`config.mk`:
```
export PLATFORM = sky130hd
export DESIGN_NAME = fifo_push_arb
export DESIGN_NICKNAME = d
export VERILOG_FILES = /design/src/rtl/fifo_push_arb.sv
export SDC_FILE = /design/constraint.sdc
export NUM_CORES = 1
export LEC_CHECK = 0
export CAP_MARGIN = 40
export CORE_MARGIN = 5
export CORE_UTILIZATION = 42
export DETAILED_ROUTE_END_ITERATION = 7
export MAX_ROUTING_LAYER = met4
export PLACE_DENSITY = 0.85
export SETUP_SLACK_MARGIN = 0.2
export SYNTH_ARGS = -nofsm -noshare
export SYNTH_HDL_FRONTEND = slang
export SYNTH_SLANG_ARGS = --single-unit
```
`constraint.sdc`:
```
create_clock -name WBs_CLK_i -period 3.4 [get_ports WBs_CLK_i]
set_input_delay 0.68 -clock WBs_CLK_i [delete_from_list [all_inputs] [get_ports WBs_CLK_i]]
set_output_delay 0.68 -clock WBs_CLK_i [all_outputs]
set_load 0.02 [all_outputs]
```
`src/rtl/fifo_push_arb.sv`:
```
// fifo_push_arb: two-requester round-robin burst arbiter driving a FIFO push port,
// with deferred two-cycle push-side flush.
module fifo_push_arb #(
    parameter int DATA_WIDTH = 16,
    parameter int MAX_BURST  = 8
) (
    input  logic                  WBs_CLK_i,
    input  logic                  WBs_RST_i,
    input  logic                  req0_valid_i,
    input  logic [DATA_WIDTH-1:0] req0_data_i,
    input  logic                  req0_last_i,
    output logic                  req0_ready_o,
    input  logic                  req1_valid_i,
    input  logic [DATA_WIDTH-1:0] req1_data_i,
    input  logic                  req1_last_i,
    output logic                  req1_ready_o,
    input  logic                  flush_req_i,
    input  logic [3:0]            PUSH_FLAG,
    output logic                  PUSH,
    output logic [DATA_WIDTH-1:0] DIN,
    output logic                  Fifo_Push_Flush,
    output logic [1:0]            grant_o,
    output logic                  busy_o
);
    typedef enum logic [1:0] {IDLE, GRANT0, GRANT1, FLUSH} state_t;

    state_t     state_q, state_d;
    logic [7:0] cnt_q, cnt_d;
    logic       pend_q, pend_d;
    logic       last_q, last_d;
    logic       fcnt_q, fcnt_d;
    logic       prev_q;
    logic [1:0] grant_q;
    logic       busy_q, flush_q;
    logic       own_v, own_l, room, push, rel;

    always_comb begin
        own_v = (state_q == GRANT0) ? req0_valid_i : (state_q == GRANT1) ? req1_valid_i : 1'b0;
        own_l = (state_q == GRANT0) ? req0_last_i : (state_q == GRANT1) ? req1_last_i : 1'b0;
        // A single free slot is only trusted if we did not just write into it
        room = (PUSH_FLAG >= 4'd2) || (PUSH_FLAG == 4'd1 && !prev_q);
        push = own_v && room;
        rel = push && (own_l || cnt_q == 8'(MAX_BURST - 1));
        PUSH = push;
        DIN = (state_q == GRANT0) ? req0_data_i : (state_q == GRANT1) ? req1_data_i : '0;
        req0_ready_o = push && state_q == GRANT0;
        req1_ready_o = push && state_q == GRANT1;
        Fifo_Push_Flush = flush_q;
        grant_o = grant_q;
        busy_o = busy_q;
    end

    always_comb begin
        state_d = state_q;
        cnt_d = cnt_q;
        pend_d = pend_q;
        last_d = last_q;
        fcnt_d = fcnt_q;
        case (state_q)
            IDLE: begin
                if (flush_req_i || pend_q) begin
                    state_d = FLUSH;
                    pend_d = 1'b0;
                    fcnt_d = 1'b0;
                end else if (req0_valid_i && (!req1_valid_i || last_q)) begin
                    state_d = GRANT0;
                    cnt_d = 8'd0;
                end else if (req1_valid_i) begin
                    state_d = GRANT1;
                    cnt_d = 8'd0;
                end
            end
            GRANT0, GRANT1: begin
                pend_d = pend_q | flush_req_i;
                cnt_d = push ? cnt_q + 8'd1 : cnt_q;
                if (rel) begin
                    state_d = IDLE;
                    last_d = state_q == GRANT1;
                end
            end
            FLUSH: begin
                fcnt_d = 1'b1;
                state_d = fcnt_q ? IDLE : FLUSH;
            end
            default: state_d = IDLE;
        endcase
    end

    always_ff @(posedge WBs_CLK_i or posedge WBs_RST_i) begin
        if (WBs_RST_i) begin
            state_q <= IDLE;
            cnt_q <= 8'd0;
            pend_q <= 1'b0;
            last_q <= 1'b1;
            fcnt_q <= 1'b0;
            prev_q <= 1'b0;
            grant_q <= 2'b00;
            busy_q <= 1'b0;
            flush_q <= 1'b0;
        end else begin
            state_q <= state_d;
            cnt_q <= cnt_d;
            pend_q <= pend_d;
            last_q <= last_d;
            fcnt_q <= fcnt_d;
            prev_q <= push;
            grant_q <= {state_d == GRANT1, state_d == GRANT0};
            busy_q <= state_d != IDLE;
            flush_q <= state_d == FLUSH;
        end
    end
endmodule

```
## Word-level counts from Yosys, hierarchy flattened

Cells that the tools add are included.

| operators by class | value |
|---|---|
| add/subtract/negate cells | 1 |
| magnitude comparators | 1 |
| eq/ne operators | 12 |
| mux-type cells | 20 |
| bitwise logic cells | 1 |
| reduce and logical (&&, ||, !) cells | 21 |

Operator list:

| operator | count |
|---|---|
| $mux 16 | 2 |
| $mux 8 | 4 |
| $pmux 8 s2 | 1 |
| $mux 2 | 5 |
| $add 8x1->8 const B | 1 |
| $eq 2x2->1 const B | 4 |
| $eq 8x3->1 const B | 1 |
| $logic_and 1x1->1 | 6 |
| $ne 2x2->1 const B | 3 |
| $pmux 2 s3 | 1 |
| $reduce_and 2->1 | 3 |
| $reduce_bool 2->1 | 3 |
| $mux 1 | 5 |
| $eq 2x1->1 const B | 2 |
| $eq 4x1->1 const B | 1 |
| $ge 4x2->1 const B | 1 |
| $logic_or 1x1->1 | 4 |
| $pmux 1 s2 | 2 |
| $reduce_and 4->1 | 1 |
| $ne 3x3->1 const B | 1 |
| $logic_not 1->1 | 2 |
| $logic_not 2->1 | 1 |
| $reduce_or 2->1 | 1 |
| $or 1x1->1 | 1 |

| word-level totals | value |
|---|---|
| register bits after elaboration | 18 |
| output and inout bits | 23 |
| word-level logic and storage cells | 65 |

## Longest topological paths before layout

Gate-level depths: netlist of run 1.

| depth | value |
|---|---|
| word-level depth | 8 |
| mapped depth | 9 |

## Worst setup path after synthesis of run 1

No wires, ideal clock.

| timing path | value |
|---|---|
| path type | reg2out |
| start | register state_q[1] |
| end | output req0_ready_o |
| data arrival time | 1734 ps |
| required time | 2720 ps |
| setup slack | 986 ps |
| cell stages (with the launch flop) | 9 |
| path buffers | 2 |
| path through | dfrtp_1 > inv_1 > ha_1 > buf_2 > nand2_1 > a22o_1 > buf_2 > inv_1 > and2_1 |

| between the ends | value |
|---|---|
| cells in the longest elaborated chain, start to end | 5 |
| elaborated cells between the ends (all ways) | 6 |
| those cells by class | 2 x eq/ne; 2 x mux; 2 x reduce/logical |

Ends and longest elaborated chain:

| element | RTL line | source |
|---|---|---|
| from (decl) | 27 | `state_t state_q, state_d;` |
| from (signal assigned) | 101 | `state_q <= state_d;` |
| $eq 2x2->1 | 38 | `own_v = (state_q == GRANT0) ? req0_valid_i : (state_q == GRANT1) ? req1_valid_i : 1'b0;` |
| $mux 1 | 38 |  |
| $mux 1 (*) | 38 |  |
| $logic_and 1x1->1 (*) | 42 | `push = own_v && room;` |
| via PUSH | 19 | `output logic PUSH,` |
| $logic_and 1x1->1 (*) | 46 | `req0_ready_o = push && state_q == GRANT0;` |
| to (decl) | 12 | `output logic req0_ready_o,` |

The timed path passes the listed nets; every way through them passes the cells marked *.

## Worst setup path after layout of run 1

| timing path | value |
|---|---|
| start | register state_q[1] |
| end | output DIN[7] |

| between the ends | value |
|---|---|
| cells in the longest elaborated chain, start to end | 3 |
| elaborated cells between the ends (all ways) | 4 |
| those cells by class | 2 x eq/ne; 2 x mux |

Ends and longest elaborated chain:

| element | RTL line | source |
|---|---|---|
| $eq 2x2->1 | 45 | `DIN = (state_q == GRANT0) ? req0_data_i : (state_q == GRANT1) ? req1_data_i : '0;` |
| $mux 16 | 45 |  |
| $mux 16 (*) | 45 |  |
| to (decl) | 20 | `output logic [DATA_WIDTH-1:0] DIN,` |

Every way passes the cells marked *; elsewhere a longest branch is shown, timed or not.

==> reports/metrics.yaml, run 1 <==
clock_network:
  cts_tree: "done"
  cts_sinks: 18
  ctsRootBufferMaster: "clkbuf_4"
  cts.clk_slew.worst_paths_ns: 0.10
  cts_setup_buffers: 0
  cts_inserted_buffers: 3
  clk_latency_ns: 0.30
  ctsHoldBuffers: 0
  post_cts_resized: 0
  cts_buffer_depth: 2
  h-tree-depth: 1
global_route:
  grt_pass1_wl_um: 6130
  grt_max_degree: 21
  globalRouteTotalUtil: 0.194
  grt_overflow: 0
  grt_pass1_vias: 1244
  antenna_found_initial: 0
synth:
  synth_top_family_by_area: "compound AO/OA/AOI/OAI gates"
  yosysWarnings: 0
  synth_seq_area_share: 0.367
  synthAdderAreaFrac: 0.0509
  syn_area_sq_um: 1230
  syn_nets: 179
  synth_mux_area_frac: 0.00916
  synth_simple_gate_area_share: 0.233
  syn_avg_cell_area_sq_um: 9.39
  yosysUniqueCellTypes: 37
  synth_xor_xnor_area_share: 0.0427
  ys_seq_elements: 18
  synth-compound-area-share: 0.245
  syn_inst: 131
placement:
  io_buffer_count: 65
  place.gp.congestion: 0.889
  dp_hpwl_um: 3200
critical_path:
  path_class: "reg2out"
  critPathMaxFanout: 20
  endpoint_kind: "output pin"
  required_ns: 2.72
  arrival_ns: 2.35
  crit_path_start_kind: "flip-flop"
final_layout:
  final_cell_mix: "63 x clkdlybuf4s50_1, 17 x a22o_1, 16 x dfrtp_1, 16 x nor2_1, 9 x nor3_1"
  multiInputGateArea_sq_um: 714
  fin_nets: 245
  final_common_cell: "clkdlybuf4s50_1"
  drive_gt1_frac: 0.0816
  area_delta_synth_final_pct: 58.3
  fillers: 226
  n_antenna_cell: 0
  seqCellArea_sq_um: 453
timing:
  skew_ns: 0.00605
  hold_viol: 0
  finalSetupTns_ns: 0
  drv_slew: 0
  tightest_slew_ns: 0.703
  fmax_ghz: 0.330
  setup_viol: 0
  finalCritPeriodShare: 0.890
  finalWorstPathRequiredPeriod_ns: 3.03
  hold_ws_ns: 0.525
  rsz0062_at_grt: "no"
  maxSlewHeadroom: 0.531
floorplanning:
  ios: 66
  start_util: 0.442
  die_area_sq_um: 4110
  fp.dieW_um: 64.1
  die_height_um: 64.1
  coreArea_sq_um: 2780
  row_count: 19
flow_run:
  drv_cap: 0
pwr:
  powerDensity_nw_per_um2: 810
  p_switching_uw: 721
  ir_drop_mv: 0.597
  p_int_uw: 856
  p_seq_frac: 0.222
  pwr-share-clk: 0.085
  p_comb_frac: 0.692
  p_leak_nw: 0.852
  swShare: 0.457
status:
  outcome: "completed"
drt:
  avgRoutedWirePerCell_um: 17.3
  dr_total_vias: 1252
  drtPass1Iterations: 4
  via_per_inst: 5.52
  final_antenna_net_count: 0
  drcViolationCount: 0
  wl_um: 3920
  initialDrtViolationCount: 36
min_path:
  hold_path_class: "reg2reg"
cell usage after synthesis (all sizes together):
cell,count,share of area
clkbuf,2,0.0061
nand2,7,0.021
o21bai,3,0.027
nor2b,1,0.0051
nor4,2,0.035
nand4,1,0.0051
a31oi,1,0.0051
nand3,7,0.028
or3b,1,0.0071
mux2,1,0.0092
buf,5,0.024
and4,1,0.0071
dfrtp,17,0.35
ha,5,0.051
nor2,16,0.049
dfstp,1,0.021
xnor2,6,0.043
a21oi,5,0.020
inv,7,0.021
and2,2,0.010
o21ai,1,0.0041
o21a,2,0.012
or4,1,0.0061
and3,1,0.0051
a22oi,2,0.012
nand3b,1,0.0061
nor3b,1,0.0061
a21boi,1,0.0061
a2bb2oi,1,0.021
a21o,1,0.0071
nand2b,1,0.0051
a22o,18,0.13
nor3,9,0.037
worst max-delay path, cell delays in order (launching register included):
cell,delay [ns]
dfrtp_2,0.43
inv_1,0.10
ha_1,0.19
buf_4,0.20
nor2b_1,0.12
buf_4,0.22
a22o_1,0.16
clkdlybuf4s50_1,0.62
power groups by stage:
stage,combinational [mW],sequential [mW],clock (mW)
finish,1.09,0.350,0.135
global route,1.18,0.357,0.150
CTS,1.09,0.346,0.136
detailed placement,1.09,0.349,0
global placement,1.06,0.344,0
floorplan,0.674,0.358,0
state kept, by name, indices dropped and copies added (netlist names):
signal           cells
cnt_q                8
grant_o              2
state_q              2
Fifo_Push_Flush      1
busy_o               1
fcnt_q               1
last_q               1
pend_q               1
prev_q               1
final timing paths:
| path | start | end | slack (ns) | cells past startpoint |
|---|---|---|---|---|
| max | state_q[1] | DIN[7] | 0.37 | 7 |
| min | fcnt_q | fcnt_q | 0.52 | 2 |
| max reg2reg | state_q[1] | last_q | 1.17 | 9 |
| min reg2reg | fcnt_q | fcnt_q | 0.52 | 2 |
| max in group asynchronous | WBs_RST_i | state_q[1] | 2.12 | 2 |
| min in group asynchronous | WBs_RST_i | cnt_q[3] | 0.79 | 2 |
through the flow:
stage	total power, mW	instance area, sq um	utilization	setup slack (ns)	std cells
after global routing	1.69	1950	0.700	0.257	227
final	1.58	1950	0.700	0.373	227
after CTS	1.58	1940	0.698	0.317	227
after detailed placement	1.44	1900	0.685	0.355	223
after global placement	1.40	1900	0.685	0.414	223
after floorplan	1.03	1230	-	0.986	131
per-layer routing:
metal	track usage	vias up	part of all wire
li1	-	602	-
met1	0.207	599	0.35
met2	0.352	41	0.58
met3	0.0438	10	0.043
met4	0.0611	0	0.022
met5	-	-	0
cell families after synthesis:
group,Yosys count
and+or+nand+nor,52
AOI/OAI and AO/OA,35
DFF,18
buffers and inverters,14
xor gates and xnor gates,6
adders and majority gates,5
muxes,1
layout make-up:
class	count	share of cell area
clock buffers	4	0.0186
inverters	7	0.0135
multi-input cells	99	0.367
repair buffers	68	0.348
well taps	31	0.0199
flip-flops and latches	18	0.233
Note: power is estimated with default switching activity, not from simulation.
==> run 2, diff against run 1 <==
CORE_ASPECT_RATIO = 0.8   (was default)
CTS_CLUSTER_DIAMETER = 40   (was default)
clock period = 3.8 ns   (was 3.4 ns; I/O delays follow)
==> reports/metrics.yaml, run 2 (synthesis results as in run 1) <==
timing:
  setup_viol: 0  # unchanged
  rsz0062_at_grt: "yes"
  drv_slew: 0  # unchanged
  finalSetupTns_ns: 0  # unchanged
  finalCritPeriodShare: 0.891
  hold_ws_ns: 0.505  # -0.0200 ns
  tightest_slew_ns: 0.717  # +0.0136 ns
  skew_ns: 0.00351  # -0.00254 ns
  finalWorstPathRequiredPeriod_ns: 3.39
  hold_viol: 0  # unchanged
  maxSlewHeadroom: 0.522  # -0.00856
  fmax_ghz: 0.295
floorplanning:
  coreArea_sq_um: 2790  # +0.18%
  ios: 66  # unchanged
  die_area_sq_um: 4120  # +0.16%
  fp.dieW_um: 70.5  # +10%
  row_count: 17  # -2
  start_util: 0.441  # -0.000794
  die_height_um: 58.4  # -8.9%
placement:
  io_buffer_count: 65  # unchanged
  dp_hpwl_um: 3110  # -2.7%
  place.gp.congestion: 0.875  # -1.6%
global_route:
  grt_pass1_vias: 1263  # +1.5%
  antenna_found_initial: 0  # unchanged
  grt_pass1_wl_um: 6250  # +2.0%
  grt_overflow: 0  # unchanged
  globalRouteTotalUtil: 0.197  # +0.00318
  grt_max_degree: 22  # +4.8%
clock_network:
  cts_inserted_buffers: 3  # unchanged
  cts_buffer_depth: 2  # unchanged
  ctsRootBufferMaster: "clkbuf_8"
  ctsHoldBuffers: 0  # unchanged
  cts_tree: "done"
  clk_latency_ns: 0.25  # -0.05 ns
  cts.clk_slew.worst_paths_ns: 0.06  # -0.04 ns
  cts_sinks: 18  # unchanged
  h-tree-depth: 1  # unchanged
final_layout:
  n_antenna_cell: 0  # unchanged
  final_cell_mix: "65 x clkdlybuf4s50_1, 17 x dfrtp_1, 17 x a22o_1"
  fin_nets: 244  # -0.41%
  regMostFlops: "cnt_q"
  drive_gt1_frac: 0.0718  # -0.00984
  area_delta_synth_final_pct: 58.8
  final_common_cell: "clkdlybuf4s50_1"
  largest_reg_flops: 8  # unchanged
critical_path:
  path_class: "reg2out"
  required_ns: 3.04  # +0.32 ns
  crit_path_start_kind: "flip-flop"
  arrival_ns: 2.63  # +0.28 ns
  critPathMaxFanout: 21  # +5.0%
  endpoint_kind: "output pin"
drt:
  drtPass1Iterations: 4  # unchanged
  dr_total_vias: 1236  # -1.3%
  initialDrtViolationCount: 58  # +61%
  via_per_inst: 5.30  # -3.8%
  final_antenna_net_count: 0  # unchanged
  avgRoutedWirePerCell_um: 16.7  # -3.4%
  wl_um: 3890  # -0.82%
  drcViolationCount: 0  # unchanged
flow_run:
  drv_cap: 0  # unchanged
min_path:
  hold_path_class: "reg2reg"
status:
  outcome: "completed"
pwr:
  powerDensity_nw_per_um2: 732  # -9.6%
  p_leak_nw: 0.814  # -4.4%
  finalPower_mw: 1.43  # -9.3%
  ir_drop_mv: 0.482  # -19%
## run 2: critical path, cell delays in order, from the launching register on
cell and delay, ns:
dfrtp_1 0.45, inv_1 0.13, ha_1 0.63, nand2_1 0.11, a22o_1 0.22, inv_1 0.09
and2_1 0.13, clkdlybuf4s50_1 0.61
## run 2: per-stage QoR
step	utilization	cells	instance area, sq um	setup slack (ns)
after floorplan	-	131	1230	1.30
after global placement	0.684	229	1910	0.641
after detailed placement	0.684	229	1910	0.560
after CTS	0.700	233	1950	0.291
after global routing	0.701	233	1950	0.194
final	0.701	233	1950	0.415
## run 2: metal layers
layer	track usage	up-vias	routed length, um
li1	-	600	-
met1	0.219	590	1480
met2	0.356	34	2200
met3	0.0375	12	115
met4	0.0683	0	99
met5	-	-	0
## run 2: cell type report
| type | count | area (sq um) |
|---|---|---|
| clock buffer | 4 | 45.0 |
| fill | 229 | 833 |
| inverter | 7 | 26.3 |
| multi-input combinational | 99 | 717 |
| sequential | 18 | 452 |
| tap | 38 | 47.5 |
| timing repair buffer | 67 | 666 |
## run 2: report_power, final
group	switching, mW	leakage [nW]	internal, mW
Combinational	0.534	0.563	0.447
Sequential	0.0570	0.228	0.259
Clock	0.0588	0.0228	0.0743
Total	0.650	0.814	0.781
## run 2: worst paths after layout
| check | slack, ns | endpoint | from | cells after the start |
|---|---|---|---|---|
| max in group asynchronous | 2.48 | cnt_q[1] | WBs_RST_i | 2 |
| worst max-delay path | 0.41 | req0_ready_o | state_q[1] | 7 |
| worst min register to register | 0.50 | fcnt_q | fcnt_q | 2 |
| worst min-delay path | 0.50 | fcnt_q | fcnt_q | 2 |
| min in group asynchronous | 0.90 | grant_o[1] | WBs_RST_i | 2 |
| worst max register to register | 1.31 | busy_o | state_q[1] | 8 |
## run 2: repair_timing
action                                  in CTS  in global routing
resized for setup                            0                  1
endpoints found under the setup margin       0                 12
setup buffers                                0                  0
hold endpoints to repair                     0                  0
